[config.mk]
export PLATFORM = sky130hd
export DESIGN_NAME = prescaled_mod_counter
export DESIGN_NICKNAME = d
export VERILOG_FILES = /design/src/rtl/prescaled_mod_counter.sv
export SDC_FILE = /design/constraint.sdc
export NUM_CORES = 1
export LEC_CHECK = 0
export CORE_ASPECT_RATIO = 0.6
export CORE_MARGIN = 1.5
export CORE_UTILIZATION = 53
export DETAILED_ROUTE_END_ITERATION = 8
export GPL_ROUTABILITY_DRIVEN = 0
export PLACE_DENSITY_LB_ADDON = 0.15
export SYNTH_ARGS = -nofsm -noshare
export SYNTH_HDL_FRONTEND = slang
export SYNTH_SLANG_ARGS = --single-unit
[constraint.sdc]
create_clock -name clk_i -period 4 [get_ports clk_i]
set_clock_uncertainty 0.1 [all_clocks]
set_input_delay 1.2 -clock clk_i [delete_from_list [all_inputs] [get_ports clk_i]]
set_output_delay 1.2 -clock clk_i [all_outputs]
set_load 0.02 [all_outputs]
[src/rtl/prescaled_mod_counter.sv]
// Prescaled up/down modulo counter with runtime terminal value.
// A ce_i prescaler turns every PRESCALE-th qualifying ce_i cycle into a count
// step. The counter wraps or saturates within 0..max_i. It has a synchronous
// load, a one-cycle terminal-count pulse and a nonzero flag.
module prescaled_mod_counter #(
    parameter int WIDTH    = 8,
    parameter int PRESCALE = 1
) (
    input  logic             clk_i,
    input  logic             reset_i,
    input  logic             ce_i,
    input  logic             dir_i,
    input  logic             mode_i,
    input  logic             load_i,
    input  logic [WIDTH-1:0] load_val_i,
    input  logic [WIDTH-1:0] max_i,
    output logic [WIDTH-1:0] count_o,
    output logic             tc_o,
    output logic             active_o
);

    // The prescaler needs at least one bit even when PRESCALE is 1, so the
    // "last phase" compare degenerates to a constant true.
    localparam int PSC_W = (PRESCALE > 1) ? $clog2(PRESCALE) : 1;
    localparam logic [PSC_W-1:0] PSC_LAST = PSC_W'(PRESCALE - 1);

    logic [PSC_W-1:0] psc;
    logic             step;
    logic [WIDTH-1:0] count_inc;
    logic [WIDTH-1:0] count_dec;
    logic [WIDTH-1:0] load_clamped;
    logic [WIDTH-1:0] step_count;
    logic             step_tc;

    assign step         = ce_i && (psc == PSC_LAST);
    assign count_inc    = count_o + WIDTH'(1);
    assign count_dec    = count_o - WIDTH'(1);
    assign load_clamped = (load_val_i > max_i) ? max_i : load_val_i;
    assign active_o     = (count_o != '0);

    // Next count and pulse for a step, chosen by direction and wrap/saturate mode.
    always_comb begin
        step_count = count_o;
        step_tc    = 1'b0;
        case ({dir_i, mode_i})
            2'b00: begin
                if (count_o >= max_i) begin
                    step_count = '0;
                    step_tc    = 1'b1;
                end else begin
                    step_count = count_inc;
                end
            end
            2'b01: begin
                if (count_o >= max_i) begin
                    step_count = max_i;
                end else begin
                    step_count = count_inc;
                    step_tc    = (count_inc == max_i);
                end
            end
            2'b10: begin
                if (count_o == '0) begin
                    step_count = max_i;
                    step_tc    = 1'b1;
                end else begin
                    step_count = count_dec;
                end
            end
            default: begin
                if (count_o != '0) begin
                    step_count = count_dec;
                    step_tc    = (count_o == WIDTH'(1));
                end
            end
        endcase
    end

    // Prescaler phase: cleared by reset, load or a step; advances on other ce_i cycles.
    always_ff @(posedge clk_i) begin
        if (reset_i || load_i) begin
            psc <= '0;
        end else if (step) begin
            psc <= '0;
        end else if (ce_i) begin
            psc <= psc + PSC_W'(1);
        end
    end

    // Count register and terminal-count pulse, with priority reset > load > step > hold.
    always_ff @(posedge clk_i) begin
        if (reset_i) begin
            count_o <= '0;
            tc_o    <= 1'b0;
        end else if (load_i) begin
            count_o <= load_clamped;
            tc_o    <= 1'b0;
        end else if (step) begin
            count_o <= step_count;
            tc_o    <= step_tc;
        end else begin
            tc_o    <= 1'b0;
        end
    end

endmodule
==> results.md <==
- Req. time, crit path: 4.06 ns
- Drt first pass iters: 5
- Highest-count cells in the layout ignoring fill and taps: clkdlybuf4s50_1, a21oi_1, ha_1, inv_1, nand2_1
- Leak: 0.0008710 µW
- I/O pins: 32
- Initial Util: 56.26%
- EDFF count, synth: 0
- Synth Area in Compound Gates: 30.89%
- Final Hold Vio Count: 0
- Hold depth: 1
- Startpoint types: input port
- Multiplexer share of the synthesized area: 5.046%
- Worst hold path startpoint: psc
- FF/Latch Area: 200.2 µm²
- Worst hold-check path type: reg2reg
- CTS tree: yes
- WL final: 4733 µm
- CTS clk-pin slew, worst paths: 0.05 ns
- Crit-path max FO: 6
- FMAX: 266.3 MHz
- Drt drc: 0
- Power Density: 256.5 nW/µm²
- Mean Syn Cell Area: 7.507 µm²
- Post-layout util: 71.18%
- Met2 WL post-DR: 1978 µm
- Routed len/inst: 16.15 µm
- Endpoints failing setup: 0
- Worst Path Arrival: 3.82 ns
- M1 WL: 2323 µm
- FILL cells: 244
- Via/cell ratio: 6.147
- Async S/R FF share, synth: 0%
- Worst IR Drop VDD: 0.0001776 V
- Slew Limit Fails: 0
- Port Buffers: 31
- Combinational family with the most area after synthesis: compound AO/OA/AOI/OAI gates
- Xor/xnor share of the synthesized area: 7.492%
- Unrepaired setup endpoints after global routing: false
- Antenna Nets Post-Route: 0
- Max cap viols: 0
- Status: completed
- Antenna cells: 0
- Total track usage: 29.72%
- Fin nets: 294
- Top Layer Used: met4
- Reg-to-reg critical path startpoint: count_o[1]
- Core area: 2909 µm²
- Synthesis-to-finish area growth: 26.53%
- Pin count of the biggest net entering global routing: 19
- Total die area: 3441 µm²
- Count of hold-fix buffers inserted at cts: 0
- Seq cells post-synth: 10
- Rel. slew slack: 57.44%
- Tmin final: 3.756 ns
- Worst Tran Pin Value: 0.6355 ns
- Initial DRC Count: 173
- Final TNS setup: 0 ns
- Synth Flop Type: dfxtp_1
- Number of setup buffers added after CTS: 0
- Final Cycle Share: 93.89%
- Row count: 15
- Cell variety after synth: 60
- Synth Cell Area: 1637 µm²
- First-pass GRT wire length: 7590 µm
- Commonest non-fill, non-tap cell in the layout: clkdlybuf4s50_1
- Vias in the first global route: 1632
- Share of layout cells above drive strength 1: 13.55%
- HPWL after detailed placement: 3733 µm
- Longest Clk Path Bufs: 2
- Antenna violations before repair: 0
- H-tree levels: 1
- Syn nets: 259
- Worst-Skew Late Latency: 0.24 ns
- Hold path endpoint: psc
- Vias: 1801
- Yosys warns: 0
- CP Capture Type: flop
- Clk sink count: 10
- Num CTS Buffers: 3
- Synth Area in Adders: 14.53%
- Die Width: 74.74 µm
- Worst-case reg-to-reg path depth: 8
- Seq/Total Area, Yosys: 12.23%
- Die height: 46.05 µm
- CP Class: in2reg
- Multi-input logic area: 1320 µm²
- Detail Route met3 WL: 400 µm
- Post-cts resize count: 0
- Reg2Reg Setup Slack: 1.34 ns
- Simple-Gate Fraction of Synth Area: 22.71%
- Cells after Synth: 218
- Critical R2R Capture: count_o[3]
- Root buffer cell: clkbuf_8
- Remaining global-route overflow: 0
[power by group]
part	total (µW)	internal, µW	switching, µW
Sequential	125	109	16.3
Clock	108	66.1	41.6
Combinational	298	137	162
[critical path, stage by stage]
cell             delay [ns]
clkdlybuf4s50_1        0.56
inv_1                  0.11
ha_1                   0.31
and3_1                 0.19
o21ai_0                0.14
a31oi_1                0.22
nor2_1                 0.49
o211ai_1               0.17
a31o_2                 0.24
a211oi_2               0.19
[routing by layer]
layer  GRT usage, %  vias up
met3          7.080        6
met4          2.909        0
met2          46.43       83
li1               -      886
met5              0        -
met1          42.99      826
[flip-flops by register name, summed over array words and instances (netlist names)]
signal	count
count_o	8
psc	1
tc_o	1
[cells in the mapped netlist, types with 6 or more instances]
master	count	area (µm²)
nand3_1	7	35.03
mux2i_1	6	60.06
nor3_1	11	55.05
nor2_1	12	45.04
inv_1	16	60.06
ha_1	19	237.7
o21ai_0	12	60.06
xnor2_1	8	70.07
a21oi_1	20	100.1
xor2_1	6	52.55
clkbuf_1	8	30.03
dfxtp_1	10	200.2
nand2_1	13	48.80
[through the flow]
stage / hold WS (ns) / setup WS, ns / instances / power, µW / cell area (µm²)
2_1_floorplan: 0.3537 / 0.8211 / 218 / 320.2 / 1637
3_3_place_gp: 0.3676 / 0.1240 / 290 / 415.4 / 2029
3_5_place_dp: 0.3664 / 0.05410 / 290 / 418.1 / 2029
4_1_cts: 0.3730 / 0.2817 / 293 / 526.1 / 2071
5_1_grt: 0.3900 / 0.1495 / 293 / 565.3 / 2071
6_report: 0.3720 / 0.2443 / 293 / 531.1 / 2071
[area by class of cell]
| cell class | count | share of cell area (%) |
|---|---|---|
| Multi-Input combinational cell | 179 | 63.75 |
| Timing Repair Buffer | 42 | 18.97 |
| Sequential cell | 10 | 9.668 |
| Inverter | 17 | 3.082 |
| Tap cell | 42 | 2.538 |
| Clock buffer | 3 | 1.994 |
[cells by family after synthesis]
family / after synthesis
adder cells (fa/ha/maj): 19
buffers and inverters: 29
AND/OR/NAND/NOR: 67
AO/OA/AOI/OAI: 71
XOR/XNOR: 14
flip-flops: 10
multiplexers: 8
[worst max-delay path by stage]
stage          slack, ns  startpoint         end
2_1_floorplan       0.82    max_i[6]  count_o[4]
3_5_place_dp        0.05    max_i[2]  count_o[3]
6_report            0.24    max_i[2]  count_o[3]
4_1_cts             0.28    max_i[2]  count_o[3]
5_1_grt             0.15    max_i[2]  count_o[3]
3_3_place_gp        0.12    max_i[2]  count_o[1]
Power figures use the tool's default switching activity.
